$ cat src/rtl/fetch_unit_pkg.sv
// Shared state encoding and default parameters for the instruction fetch stage.
package fetch_unit_pkg;
  typedef enum logic [1:0] {
    IDLE  = 2'd0,
    FETCH = 2'd1,
    ISSUE = 2'd2
  } state_e;

  localparam int          DEF_WIDTH    = 16;
  localparam logic [15:0] DEF_RESET_PC = 16'h0;
  localparam int          DEF_TIMEOUT  = 255;
  localparam int          TO_W         = 8;
endpackage

$ cat src/rtl/fetch_unit_pc_counter.sv
// Program counter register: load has priority over increment, otherwise hold.
module pc_counter #(
  parameter int               WIDTH     = 16,
  parameter logic [WIDTH-1:0] RESET_VAL = '0
) (
  input  logic             clk,
  input  logic             rst,
  input  logic             ld,
  input  logic [WIDTH-1:0] d,
  input  logic             inc,
  output logic [WIDTH-1:0] q
);
  logic [WIDTH-1:0] pc_q, pc_d;

  always_comb begin
    pc_d = pc_q;
    if (ld)       pc_d = d;
    else if (inc) pc_d = pc_q + WIDTH'(1);
  end

  always_ff @(posedge clk or posedge rst) begin
    if (rst) pc_q <= RESET_VAL;
    else     pc_q <= pc_d;
  end

  assign q = pc_q;
endmodule

$ cat src/rtl/fetch_unit.sv
// Instruction fetch FSM: requests words over req/ack, pulses ir_ld per word,
// then advances the PC by one or to a pending/immediate jump target.
module fetch_unit
  import fetch_unit_pkg::*;
#(
  parameter int               WIDTH    = DEF_WIDTH,
  parameter logic [WIDTH-1:0] RESET_PC = WIDTH'(DEF_RESET_PC),
  parameter int               TIMEOUT  = DEF_TIMEOUT
) (
  input  logic             clk,
  input  logic             rst,
  input  logic             run,
  input  logic             jmp,
  input  logic [WIDTH-1:0] jmp_addr,
  output logic             mem_req,
  output logic [WIDTH-1:0] mem_addr,
  input  logic             mem_ack,
  input  logic [WIDTH-1:0] mem_rdata,
  output logic [WIDTH-1:0] ir_d,
  output logic             ir_ld,
  output logic [WIDTH-1:0] pc,
  output logic             busy,
  output logic             fault
);
  state_e           state_q, state_d;
  logic [TO_W-1:0]  cnt_q, cnt_d, cnt_inc;
  logic             fault_q, fault_d;
  logic             pend_q, pend_d;
  logic [WIDTH-1:0] tgt_q, tgt_d;
  logic [WIDTH-1:0] ir_q, ir_nxt;
  logic             pc_ld, pc_inc;
  logic [WIDTH-1:0] pc_nxt;

  assign cnt_inc = cnt_q + TO_W'(1);

  always_comb begin
    state_d = state_q;
    cnt_d   = cnt_q;
    fault_d = fault_q;
    pend_d  = pend_q;
    tgt_d   = tgt_q;
    ir_nxt  = ir_q;
    pc_ld   = 1'b0;
    pc_inc  = 1'b0;
    pc_nxt  = jmp_addr;
    case (state_q)
      IDLE: begin
        cnt_d = '0;
        pc_ld = jmp;
        if (run) begin
          state_d = FETCH;
          fault_d = 1'b0;
        end
      end
      FETCH: begin
        // The in-flight word still issues; the jump lands at the next ISSUE.
        if (jmp) begin
          pend_d = 1'b1;
          tgt_d  = jmp_addr;
        end
        if (mem_ack) begin
          ir_nxt  = mem_rdata;
          cnt_d   = '0;
          state_d = ISSUE;
        end else if (cnt_inc == TO_W'(TIMEOUT)) begin
          fault_d = 1'b1;
          cnt_d   = '0;
          pend_d  = 1'b0;
          state_d = IDLE;
        end else begin
          cnt_d = cnt_inc;
        end
      end
      ISSUE: begin
        pend_d = 1'b0;
        if (jmp) begin
          pc_ld = 1'b1;
        end else if (pend_q) begin
          pc_ld  = 1'b1;
          pc_nxt = tgt_q;
        end else begin
          pc_inc = 1'b1;
        end
        state_d = run ? FETCH : IDLE;
      end
      default: state_d = IDLE;
    endcase
  end

  always_ff @(posedge clk or posedge rst) begin
    if (rst) begin
      state_q <= IDLE;
      cnt_q   <= '0;
      fault_q <= 1'b0;
      pend_q  <= 1'b0;
      tgt_q   <= '0;
      ir_q    <= '0;
    end else begin
      state_q <= state_d;
      cnt_q   <= cnt_d;
      fault_q <= fault_d;
      pend_q  <= pend_d;
      tgt_q   <= tgt_d;
      ir_q    <= ir_nxt;
    end
  end

  pc_counter #(.WIDTH(WIDTH), .RESET_VAL(RESET_PC)) u_pc (
    .clk (clk),
    .rst (rst),
    .ld  (pc_ld),
    .d   (pc_nxt),
    .inc (pc_inc),
    .q   (pc)
  );

  assign mem_req  = (state_q == FETCH);
  assign ir_ld    = (state_q == ISSUE);
  assign busy     = (state_q != IDLE);
  assign mem_addr = pc;
  assign ir_d     = ir_q;
  assign fault    = fault_q;
endmodule

$ cat config.mk
export PLATFORM = sky130hd
export DESIGN_NAME = fetch_unit
export DESIGN_NICKNAME = d
export VERILOG_FILES = /design/src/rtl/fetch_unit_pkg.sv /design/src/rtl/fetch_unit_pc_counter.sv /design/src/rtl/fetch_unit.sv
export SDC_FILE = /design/constraint.sdc
export NUM_CORES = 1
export LEC_CHECK = 0
export ABC_AREA = 0
export BUFFER_PORTS_ARGS = -buffer_cell sky130_fd_sc_hd__buf_2
export CAP_MARGIN = 0
export CELL_PAD_IN_SITES_DETAIL_PLACEMENT = 1
export CELL_PAD_IN_SITES_GLOBAL_PLACEMENT = 1
export CORE_ASPECT_RATIO = 1.75
export CORE_UTILIZATION = 41
export CTS_BUF_LIST = sky130_fd_sc_hd__clkbuf_8
export DETAILED_ROUTE_END_ITERATION = 12
export GPL_TIMING_DRIVEN = 0
export PLACE_DENSITY = 0.87
export SYNTH_ARGS = -nofsm -noshare
export SYNTH_HDL_FRONTEND = slang
export SYNTH_SLANG_ARGS = --single-unit
$ cat constraint.sdc
create_clock -name clk -period 2.5 [get_ports clk]
set_clock_uncertainty 0.15 [all_clocks]
set_input_delay 0.25 -clock clk [delete_from_list [all_inputs] [get_ports clk]]
set_output_delay 0.25 -clock clk [all_outputs]
set_load 0.05 [all_outputs]
==> results.cfg, run 1 <==
[outcome]
status = completed

[timing]
hold_slack_ns = 0.0160
layout_min_cycle_time_ns = 2.35
worstMarginPinSlew_ns = 0.621
final_hold_viol_count = 0
final-setup-viol-count = 0
rsz0062_at_grt = no
relSlewSlack_pct = 58.1
timing.final.crit_share_pct = 94.0
fin_ws_ns = 0.151
slew_violations = 0
fmax_ghz = 0.426

[power]
vdd_ir_drop_max_v = 0.000709
p_total_mw = 5.99
powerDensity_nw_per_um2 = 1440
p_clk_share_pct = 14.5
power.share.sequential_pct = 29.2
power.share.switching_pct = 51.4
p_int_mw = 2.91
p_sw_mw = 3.08
combPwrFrac_pct = 56.3
p_leak_nw = 1.92

[yosys]
synthTopCellsByCount = dfrtp_1 (60), mux2_2 (39), a21oi_1 (20), nand2_1 (20), o21ai_0 (17)
yosys_most_used_dff = dfrtp_1
synth_edf_count = 0
avgSynthCellArea_um2 = 10.6
synth.ff_latch_count = 60
yosysMostFrequentCell = dfrtp_1
synth_seq_area_share_pct = 47.1
syn_nets = 345
netlist_area_um2 = 3190
synth_area_leaders = dfrtp_1 (47%), mux2_2 (14%), buf_4 (3.8%)
synth_top_area_cell = dfrtp_1
ys_types = 47
yosysWarnings = 0
synth_top_area_share_pct = 47.1
async_flop_share_pct = 100
synthCells = 301

[floorplan]
die-area_um2 = 8140
rows = 42
initial_core_util_pct = 42.1
core-area_um2 = 7570
io_pins = 89
die_w_um = 68.6
die_y_um = 119

[clocking]
cts_resized = 0
tritoncts = done
clock_latency_ns = 0.34
clock_path_buffers = 2
cts_setup_buffers = 0
cts_buffers = 9
clock-sinks = 60
cts_root_buf = clkbuf_8
hold_buffers = 21
htree_num_levels = 3
clk_pin_slew_ns = 0.07

[drt]
via_count = 2823
route.met3.wl_um = 358
drcViolationCount = 0
wl_per_cell_um = 18.0
ant_nets = 0
initialDrtViolationCount = 118
wl_met1_um = 3250
vias_per_cell = 5.51
wl_met2_um = 5190
wl_um = 9200
highest_layer = met4
drt_pass1_iterations = 4

[hold_path]
whs_path_depth = 2
hold_path.startpoint = jmp_addr[12]
min_to = tgt_q[12]$_DFFE_PP0P_
hold_class = input port to flip-flop

[critical_path]
crit_family = simple AND/OR/NAND/NOR gates
critical_path.max_stage_delay_ns = 0.50
reg2regPathDepth = 6
crit_fanout = 8
crit_type = flip-flop to flip-flop
startpoint_type = flip-flop
required_ns = 2.61
r2r-end = fault$_DFFE_PP0P_
cp.depth = 6
r2r_slack_ns = 0.15
setup.worst_path.end_class = flip-flop
cp_num_buf_inv = 0
cpMaxStageDelayCell = a2111oi_4
worstPathArrival_ns = 2.46
reg2reg_from = cnt_q[0]$_DFFE_PP0P_
path_cells = ha_1 -> or2b_1 -> and2_0 -> a2111oi_4 -> nor3b_1 -> a2bb2oi_1

[placed_design]
place_ws_ns = 0.164
placed_cells = 477
port_buffers = 87
routabilityCongestion = 0.811
dpl.hpwl_um = 6590
post_dp_cell_area_um2 = 3750

[layout]
nNetsFinal = 465
multi_input_area_um2 = 1490
diodes = 0
postLayoutCellArea_um2 = 4150
drive_above_1_share_pct = 38.9
seq_area_um2 = 1500
area_delta_synth_final_pct = 30.3
nFillCells = 897
fin_cells = 512

[grt]
grt_max_degree = 39
antenna_found_initial = 0
grt_pass1_wl_um = 14900
grt-ovfl-total = 0
grt_pass1_vias = 3144
grt_usage_pct = 25.1

[flow_run]
cap_violations = 0
-- cells by family (layout without fill, tap and decap cells) --
logic type	after synthesis	in the layout	synth area share, %
compound gates	72	72	14.9
xor+xnor	3	3	0.825
fa+ha+maj	7	7	2.75
buf+inv	35	158	6.05
flops	60	60	47.1
mux	43	43	15.0
simple gates	81	81	13.3
-- metrics by stage --
stage               TNS [ns]  util [%]
global placement       -9.32      49.3
finish                     0      54.9
floorplan                  0         -
global route               0      54.9
detailed placement         0      49.6
CTS                        0      54.9
-- routing by layer --
layer	global-route usage (%)	vias up
li1	-	1316
met5	0	-
met4	14.5	0
met3	4.92	32
met1	25.1	1390
met2	44.9	85
-- final cells by class --
class,count,area share (%)
Clock inverter,3,0.934
Multi-Input combinational cell,206,35.9
Tap cell,88,2.65
Timing Repair Buffer,109,16.0
Inverter,8,0.723
Buffer,27,3.92
Sequential cell,60,36.2
Clock buffer,11,3.65
-- layout by cell type (no fill, tap or decap), types with 3 or more instances in the layout --
cell type	n
buf_2	88
dfrtp_1	60
mux2_2	39
dlygate4sd3_1	21
nand2_1	20
a21oi_1	20
o21ai_0	17
nor2_1	16
buf_4	16
clkbuf_8	11
nand3_1	10
clkbuf_1	9
o22ai_1	9
inv_1	8
ha_1	7
nand2b_1	6
and3_1	5
nor3b_1	5
mux2i_1	4
a21o_1	3
xor2_1	3
a221oi_1	3
a2bb2oi_1	3
nor4_1	3
-- worst max-delay path by stage --
stage,from,endpoint,slack [ns]
floorplan,state_q[0]$_DFFE_PP0P_,u_pc.q[12]$_DFFE_PP0P_,0.21
global placement,rst,u_pc.q[12]$_DFFE_PP0P_,-0.16
detailed placement,state_q[0]$_DFFE_PP0P_,u_pc.q[14]$_DFFE_PP0P_,0.16
CTS,cnt_q[0]$_DFFE_PP0P_,fault$_DFFE_PP0P_,0.14
global route,state_q[1]$_DFFE_PP0P_,ir_d[15]$_DFFE_PP0P_,0.02
finish,cnt_q[0]$_DFFE_PP0P_,fault$_DFFE_PP0P_,0.15
-- registers in the layout, summed over array words and instances, names as in the netlist --
signal   count
u_pc.q      16
fault        1
ir_d        16
cnt_q        8
tgt_q       16
pend_q       1
state_q      2
-- power by group through the flow --
stage	Clock (mW)	Combinational [mW]	Sequential, mW
6_report	0.868	3.38	1.75
5_1_grt	0.915	3.59	1.81
4_1_cts	0.890	3.38	1.75
3_5_place_dp	0	3.33	1.76
3_3_place_gp	0	3.24	1.72
2_1_floorplan	0	1.70	2.59
-- worst register-to-register path, cell delays in order, from the launching register on --
cell and delay (ns):
dfrtp_1 0.44, ha_1 0.26, or2b_1 0.25, and2_0 0.18, a2111oi_4 0.50, nor3b_1 0.30, a2bb2oi_1 0.20
Power figures use the tool's default switching activity.
==> run 2, diff against run 1 <==
Settings changed: REMOVE_ABC_BUFFERS from default to 1.
==> run 2 against run 1 <==
  * Fmax grew 3.9%
  * Worst setup slack gained 0.088 ns
  * Global-route usage grew 0.88 points
  * Die area is the same
  * Sequential power is essentially flat
  * Wire length grew 3.8%
  * Power grew 1.2%
  * Non-clock buffer count shrank 13
  * Cell area grew 0.48%
  * Via count shrank 1.4%
  * Count of clock-buffer cells in the layout shrank 2
  * Flip-flop and latch count is the same
==> results.cfg, run 2 (synthesized netlist as in run 1, its figures left out) <==
[clocking]
cts_root_buf = clkbuf_8
tritoncts = done
clk_pin_slew_ns = 0.07
cts_buffers = 9
clock_latency_ns = 0.36
clock-sinks = 60
htree_num_levels = 3
clock_path_buffers = 2

[placed_design]
port_buffers = 88
dpl.hpwl_um = 6130
routabilityCongestion = 0.844

[timing]
hold_slack_ns = 0.00962
final-setup-viol-count = 0
slew_violations = 0
fmax_ghz = 0.442
timing.final.crit_share_pct = 90.5
worstMarginPinSlew_ns = 0.888
layout_min_cycle_time_ns = 2.26
relSlewSlack_pct = 40.7
rsz0062_at_grt = no
final_hold_viol_count = 0

[critical_path]
setup.worst_path.end_class = flip-flop
path_cells = ha_1 -> or2b_1 -> and2_0 -> a2111oi_4 -> o211ai_1 -> a22o_1
crit_type = flip-flop to flip-flop
required_ns = 2.59
critical_path.max_stage_delay_ns = 0.48
r2r-end = state_q[0]$_DFFE_PP0P_
worstPathArrival_ns = 2.36
reg2regPathDepth = 6
crit_fanout = 8
reg2reg_from = cnt_q[0]$_DFFE_PP0P_
r2r_slack_ns = 0.24
startpoint_type = flip-flop
cpMaxStageDelayCell = a2111oi_4

[layout]
nNetsFinal = 452
final_common_cell = buf_2
final_core_util_pct = 55.1
drive_above_1_share_pct = 37.5
area_delta_synth_final_pct = 31.0
seq_area_um2 = 1500
multi_input_area_um2 = 1510
layout_common_cells = buf_2 (88), dfrtp_1 (60), mux2_2 (39)
diodes = 0
nFillCells = 877

[grt]
grt_pass1_vias = 3118
grt-ovfl-total = 0
antenna_found_initial = 0
grt_usage_pct = 26.0
grt_pass1_wl_um = 15200
grt_max_degree = 39

[floorplan]
initial_core_util_pct = 42.1
rows = 42
die_w_um = 68.6
die-area_um2 = 8140
io_pins = 89
die_y_um = 119
core-area_um2 = 7570

[drt]
initialDrtViolationCount = 128
drcViolationCount = 0
vias_per_cell = 5.56
wl_per_cell_um = 19.0
drt_pass1_iterations = 4
via_count = 2784
wl_um = 9540
ant_nets = 0

[power]
vdd_ir_drop_max_v = 0.000843
p_total_mw = 6.06
p_clk_share_pct = 17.5
power.share.switching_pct = 51.5
p_sw_mw = 3.12
combPwrFrac_pct = 53.3
p_int_mw = 2.94
powerDensity_nw_per_um2 = 1450
p_leak_nw = 1.91
power.share.sequential_pct = 29.2

[hold_path]
hold_path.startpoint = jmp_addr[12]
whs_path_depth = 2
min_to = tgt_q[12]$_DFFE_PP0P_
hold_class = input port to flip-flop

[flow_run]
cap_violations = 0

[outcome]
status = completed
run 2: power groups by stage:
stage / clock, mW / combinational, mW / sequential [mW]
after detailed placement: 0 / 3.14 / 1.76
final: 1.06 / 3.23 / 1.77
after global placement: 0 / 3.04 / 1.71
after floorplan: 0 / 1.05 / 3.03
after global routing: 1.11 / 3.42 / 1.84
after CTS: 1.07 / 3.21 / 1.75
run 2: timing repair:
action / CTS / global route
cloned: 0 / 0
hold buffers: 31 / 0
pin swaps: 1 / 0
buffers inserted: 3 / 0
gates resized for setup: 1 / 1
endpoints found under the setup margin: 10 / 1
hold endpoints to repair: 53 / 0
run 2: how the worst max path moves through the flow:
stage                     cells past startpoint  slack, ns                     end                   start
final                                         6       0.24  state_q[0]$_DFFE_PP0P_    cnt_q[0]$_DFFE_PP0P_
after global routing                          6       0.06  state_q[0]$_DFFE_PP0P_    cnt_q[0]$_DFFE_PP0P_
after CTS                                     7       0.08   u_pc.q[6]$_DFFE_PP0P_  state_q[0]$_DFFE_PP0P_
after detailed placement                      7      -0.33   u_pc.q[6]$_DFFE_PP0P_  state_q[0]$_DFFE_PP0P_
after global placement                        7      -0.18   u_pc.q[6]$_DFFE_PP0P_  state_q[0]$_DFFE_PP0P_
after floorplan                               5       0.06  u_pc.q[15]$_DFFE_PP0P_   u_pc.q[2]$_DFFE_PP0P_
run 2: cell type report:
type / instances / share of cell area (%)
timing repair buffer: 123 / 19.0
tap: 88 / 2.64
sequential: 60 / 36.0
multi-input combinational: 206 / 36.1
inverter: 8 / 0.720
clock inverter: 7 / 2.58
clock buffer: 9 / 2.97
run 2: stage by stage:
| step | setup WS [ns] | instances | cell area [µm²] | TNS [ns] |
|---|---|---|---|---|
| floorplan | 0.0562 | 274 | 3020 | 0 |
| global placement | -0.181 | 450 | 3570 | -9.20 |
| detailed placement | -0.328 | 451 | 3590 | -0.737 |
| CTS | 0.0793 | 501 | 4160 | 0 |
| global route | 0.0646 | 501 | 4170 | 0 |
| finish | 0.239 | 501 | 4170 | 0 |
run 2: worst max-delay path, delay by kind of cell (launching register included):
kind / cells / cell delay [ns]
AOI/OAI and AO/OA: 3 / 0.91
DFF: 1 / 0.44
and+or+nand+nor: 2 / 0.40
adders and majority gates: 1 / 0.25
run 2: per-layer routing:
layer  vias to the layer above  wire length (µm)  global-route usage [%]
li1                       1287                 -                       -
met1                      1390              3420                    26.1
met2                        81              5410                    46.3
met3                        26               371                    6.66
met4                         0               339                    13.0
met5                         -                 0                       0
